===== config.mk =====
export PLATFORM = sky130hd
export DESIGN_NAME = sad_min_select
export DESIGN_NICKNAME = d
export VERILOG_FILES = /design/src/rtl/sad_pkg.sv /design/src/rtl/sad_min_cmp.sv /design/src/rtl/sad_min_select.sv
export SDC_FILE = /design/constraint.sdc
export NUM_CORES = 1
export LEC_CHECK = 0
export ABC_CLOCK_PERIOD_IN_PS = 3650
export CAP_MARGIN = 40
export CORE_ASPECT_RATIO = 2
export CORE_MARGIN = 5
export CORE_UTILIZATION = 40
export DETAILED_ROUTE_END_ITERATION = 8
export GPL_ROUTABILITY_DRIVEN = 0
export PLACE_DENSITY = 0.63
export SLEW_MARGIN = 25
export SYNTH_ARGS = -nofsm -noshare
export SYNTH_HDL_FRONTEND = slang
export SYNTH_SLANG_ARGS = --single-unit

===== constraint.sdc =====
create_clock -name clk_i -period 3.65 [get_ports clk_i]
set_input_delay 0.73 -clock clk_i [delete_from_list [all_inputs] [get_ports clk_i]]
set_output_delay 0.73 -clock clk_i [all_outputs]
set_load 0.01 [all_outputs]

===== src/rtl/sad_pkg.sv =====
// Shared widths and types for the SAD minimum-select path.
package sad_pkg;

  localparam int SAD_W = 32;
  localparam int PIX_W = 8;

  typedef logic [SAD_W-1:0] sad_t;

  typedef enum logic [1:0] {
    IDLE    = 2'd0,
    COLLECT = 2'd1,
    DONE    = 2'd2
  } sel_state_t;

endpackage


===== src/rtl/sad_min_cmp.sv =====
// Combinational running-minimum update: a candidate replaces the current best when it
// is taken unconditionally (first_i) or is strictly smaller, so ties keep the earlier index.
module sad_min_cmp
  import sad_pkg::*;
#(
  parameter int IDX_W = 4
) (
  input  logic [SAD_W-1:0] cur_min_i,
  input  logic [IDX_W-1:0] cur_idx_i,
  input  logic [SAD_W-1:0] sad_i,
  input  logic [IDX_W-1:0] cnt_i,
  input  logic             first_i,
  output logic [SAD_W-1:0] nxt_min_o,
  output logic [IDX_W-1:0] nxt_idx_o
);

  logic take;

  assign take      = first_i || (sad_i < cur_min_i);
  assign nxt_min_o = take ? sad_i : cur_min_i;
  assign nxt_idx_o = take ? cnt_i : cur_idx_i;

endmodule


===== src/rtl/sad_min_select.sv =====
// Tracks the minimum SAD over N_CAND candidates and publishes it with a done pulse.
// Optional SAD_EARLY_EXIT_EN adds thresh_i/early_o to end a search on a good-enough match.
module sad_min_select
  import sad_pkg::*;
#(
  parameter int N_CAND = 16
) (
  input  logic                      clk_i,
  input  logic                      rst_i,
  input  logic                      start_i,
  input  logic                      sad_valid_i,
  input  logic [31:0]               sad_i,
`ifdef SAD_EARLY_EXIT_EN
  input  logic [31:0]               thresh_i,
  output logic                      early_o,
`endif
  output logic                      sad_ready_o,
  output logic                      busy_o,
  output logic                      done_o,
  output logic [31:0]               best_sad_o,
  output logic [$clog2(N_CAND)-1:0] best_idx_o
);

  localparam int IDX_W = $clog2(N_CAND);
  localparam logic [IDX_W-1:0] LAST_CNT = IDX_W'(N_CAND - 1);

  sel_state_t       state_q, state_d;
  logic [IDX_W-1:0] cnt_q, cnt_d;
  sad_t             min_q, min_d;
  logic [IDX_W-1:0] idx_q, idx_d;
  sad_t             best_sad_q, best_sad_d;
  logic [IDX_W-1:0] best_idx_q, best_idx_d;
  logic             early_q, early_d;

  logic             accept;
  logic             hit;
  sad_t             nxt_min;
  logic [IDX_W-1:0] nxt_idx;

  assign accept = sad_valid_i && (state_q == COLLECT);

`ifdef SAD_EARLY_EXIT_EN
  assign hit     = accept && (sad_i <= thresh_i);
  assign early_o = early_q;
`else
  assign hit = 1'b0;
`endif

  // A threshold hit is forced in as the best, same as the first candidate.
  sad_min_cmp #(.IDX_W(IDX_W)) u_cmp (
    .cur_min_i (min_q),
    .cur_idx_i (idx_q),
    .sad_i     (sad_i),
    .cnt_i     (cnt_q),
    .first_i   ((cnt_q == '0) || hit),
    .nxt_min_o (nxt_min),
    .nxt_idx_o (nxt_idx)
  );

  always_comb begin
    state_d    = state_q;
    cnt_d      = cnt_q;
    min_d      = min_q;
    idx_d      = idx_q;
    best_sad_d = best_sad_q;
    best_idx_d = best_idx_q;
    early_d    = early_q;
    case (state_q)
      IDLE: begin
        if (start_i) begin
          state_d = COLLECT;
          cnt_d   = '0;
          min_d   = '1;
          idx_d   = '0;
        end
      end
      COLLECT: begin
        if (accept) begin
          min_d = nxt_min;
          idx_d = nxt_idx;
          cnt_d = cnt_q + 1'b1;
          // Results are loaded on the way into DONE so they are valid with done_o.
          if ((cnt_q == LAST_CNT) || hit) begin
            state_d    = DONE;
            best_sad_d = nxt_min;
            best_idx_d = nxt_idx;
            early_d    = hit;
          end
        end
      end
      DONE:    state_d = IDLE;
      default: state_d = IDLE;
    endcase
  end

  always_ff @(posedge clk_i) begin
    if (rst_i) begin
      state_q    <= IDLE;
      cnt_q      <= '0;
      min_q      <= '0;
      idx_q      <= '0;
      best_sad_q <= '0;
      best_idx_q <= '0;
      early_q    <= 1'b0;
    end else begin
      state_q    <= state_d;
      cnt_q      <= cnt_d;
      min_q      <= min_d;
      idx_q      <= idx_d;
      best_sad_q <= best_sad_d;
      best_idx_q <= best_idx_d;
      early_q    <= early_d;
    end
  end

  assign sad_ready_o = (state_q == COLLECT);
  assign busy_o      = (state_q != IDLE);
  assign done_o      = (state_q == DONE);
  assign best_sad_o  = best_sad_q;
  assign best_idx_o  = best_idx_q;

endmodule


==> flow_metrics.py <==
metrics = {
    "clocking": {
        "clockBufferDepth": 2,
        "cts_setup_buffers": 0,
        "cts_tree": "done",
        "clk_pin_slew_ns": 0.06,
        "h-tree-depth": 3,
        "holdBufCountCts": 0,
        "clock_latency_ns": 0.34,
        "cts_buffers": 9,
        "clkSinkCount": 78,
        "cts_resized": 0,
        "root_buffer": "clkbuf_16",
    },
    "timing": {
        "skew_ns": 0.00683,
        "fin_crit_ns": 3.08,
        "hold_viol": 0,
        "period_share_pct": 84.3,
        "slew_viol_final": 0,
        "whs_ns": 0.488,
        "worst_pin_slew_ns": 0.706,
        "fmax_mhz": 325,
        "slew_headroom_pct": 52.8,
        "setup_viol": 0,
        "setup-tns-final_ns": 0,
        "rsz0062_at_grt": "false",
    },
    "status": {
        "run_status": "complete, no violations",
    },
    "final_layout": {
        "mostFrequentLayoutCell": "dfxtp_1",
        "diodes": 0,
        "syn_to_final_growth_pct": 30.3,
        "final_cell_mix": "78 x dfxtp_1, 74 x clkdlybuf4s50_1, 42 x o21ai_0, 35 x inv_1, 35 x nor4_1",
        "drive_above_1_share_pct": 8.62,
        "design_area_um2": 5170,
        "final_cells": 631,
        "final_nets": 563,
    },
    "synth": {
        "synthCells": 430,
        "synthesis.nets": 499,
        "synth_compound_area_share_pct": 28.5,
        "ys.flop_type": "dfxtp_1",
        "yosys-top-cells-area": "dfxtp_1 39%, ha_1 10%, o221a_1 7.9%, a311oi_1 6.6%, nor4_1 5.5%",
        "yosysTopAreaCellShare_pct": 39.3,
        "async_reset_ff_share_pct": 0,
        "yosys.area_share.simple_pct": 13.9,
        "syn-cell-area_um2": 3970,
        "synth_area_per_cell_um2": 9.23,
        "synthMuxAreaShare_pct": 0,
        "synth_top_family_by_area": "compound AO/OA/AOI/OAI gates",
        "yosysTopAreaCell": "dfxtp_1",
        "synthAdderAreaFrac_pct": 10.4,
        "synth-xor-area-share_pct": 0,
        "synth_seq_cells": 78,
        "synth.distinct_cells": 42,
        "seq_area_frac_synth_pct": 39.3,
        "synth_edf_count": 0,
        "ys_warn_count": 0,
    },
    "detailed_routing": {
        "drc": 0,
        "finalWirelength_um": 11100,
        "firstDrtPassIters": 4,
        "vias": 3620,
        "viasPerCell": 5.74,
        "ant_nets": 0,
        "wl_per_cell_um": 17.6,
        "drt-initial-drc-count": 158,
    },
    "floorplanning": {
        "dieArea_um2": 12100,
        "io_pins": 75,
        "die_y_um": 151,
        "fp-row-count": 51,
        "core_area_um2": 9760,
        "die_w_um": 80.4,
        "start_util_pct": 40.7,
    },
    "global_routing": {
        "grt_pass1_vias": 3684,
        "antenna_found_initial": 0,
        "grt_pass1_wl_um": 18300,
        "grt.overflow.total": 0,
        "grt_max_degree": 42,
        "grt.total_usage_pct": 19.2,
    },
    "setup_path": {
        "max_stage_delay_ns": 0.47,
        "critical_path_class": "in2reg",
        "crit_required_ns": 3.88,
        "cp_max_fo": 17,
        "worstPathArrival_ns": 3.31,
        "endpoint_kind": "flip-flop",
        "worst_path_max_delay_cell": "clkdlybuf4s50_1",
        "path_cells": "clkdlybuf4s50_1 > ha_1 > a2111o_1 > a311o_1 > o211a_1 > or3_1 > buf_4 > o221a_2",
        "start_kind": "input pin",
    },
    "job": {
        "maxCapViolCount": 0,
    },
    "pwr": {
        "powerDensity_nw_per_um2": 420,
        "leakage_nw": 1.95,
        "ir_worst_vdd_mv": 0.263,
        "total_power_mw": 2.17,
    },
    "placed_design": {
        "numPortBuffers": 74,
        "dp_hpwl_um": 7660,
        "numPlacedInstances": 614,
        "placed_area_um2": 4840,
    },
    "hold_path": {
        "min_path_type": "reg2reg",
    },
}
-- critical path: cells and delay by family --
| family | cells | cell delay (ns) |
|---|---|---|
| AO/OA/AOI/OAI | 4 | 1.24 |
| buffers and inverters | 2 | 0.69 |
| adder cells (fa/ha/maj) | 1 | 0.32 |
| AND/OR/NAND/NOR | 1 | 0.32 |
-- registers in the layout (all words and copies together), names as in the netlist --
name and flops:
min_q 32, best_idx_o 4, state_q 2, idx_q 4, cnt_q 4, best_sad_o 32
-- metrics by stage --
stage                     setup slack [ns]  utilization [%]
after floorplan                      0.676                -
after global placement               0.233             49.6
after detailed placement             0.235             49.6
after CTS                            0.589             52.7
after global routing                 0.407             53.0
final                                0.574             53.0
-- cells by family (layout without fill, tap and decap cells) --
kind of cell / after synthesis / in the layout
DFF: 78 / 78
buffers and inverters: 73 / 142
AOI/OAI and AO/OA: 145 / 145
adders and majority gates: 33 / 33
and+or+nand+nor: 101 / 101
-- cell usage after synthesis, types with 8 or more instances --
library cell and n:
dfxtp_1 78, o21ai_0 42, inv_1 35, nor4_1 35
ha_1 33, a311oi_1 30, clkbuf_1 29, o221a_1 28
a21oi_1 18, nor2_1 16, nand2_1 12, nand3_1 10
nand4_1 8
-- final timing paths --
check	from	endpoint	slack, ns	cells past startpoint
max reg2reg	min_q[1]$_SDFFE_PP0P_	min_q[0]$_SDFFE_PP0P_	1.09	8
min	state_q[1]$_SDFFE_PP0P_	state_q[0]$_SDFFE_PP0P_	0.49	1
min reg2reg	state_q[1]$_SDFFE_PP0P_	state_q[0]$_SDFFE_PP0P_	0.49	1
max	sad_i[1]	min_q[0]$_SDFFE_PP0P_	0.57	8
-- final cells by class --
class / count / area (µm²)
fill: 905 / 4590
clock buffer: 12 / 256
tap: 132 / 165
inverter: 36 / 135
multi-input combinational: 279 / 2120
clock inverter: 4 / 45.0
timing repair buffer: 90 / 893
sequential: 78 / 1560
-- metal layers --
layer  vias up  GRT usage [%]  wire (µm)
li1       1809              -          -
met1      1721           22.1       4390
met2        81           34.5       6020
met3         9           3.45        507
met4         0           7.19        161
met5         -              0          0
-- power by group --
group	switching (mW)	internal, mW	leakage, nW
combinational	0.193	0.153	1.16
clock	0.342	0.563	0.152
sequential	0.0246	0.897	0.639
total	0.560	1.61	1.95
Note: power is estimated with default switching activity, not from simulation.
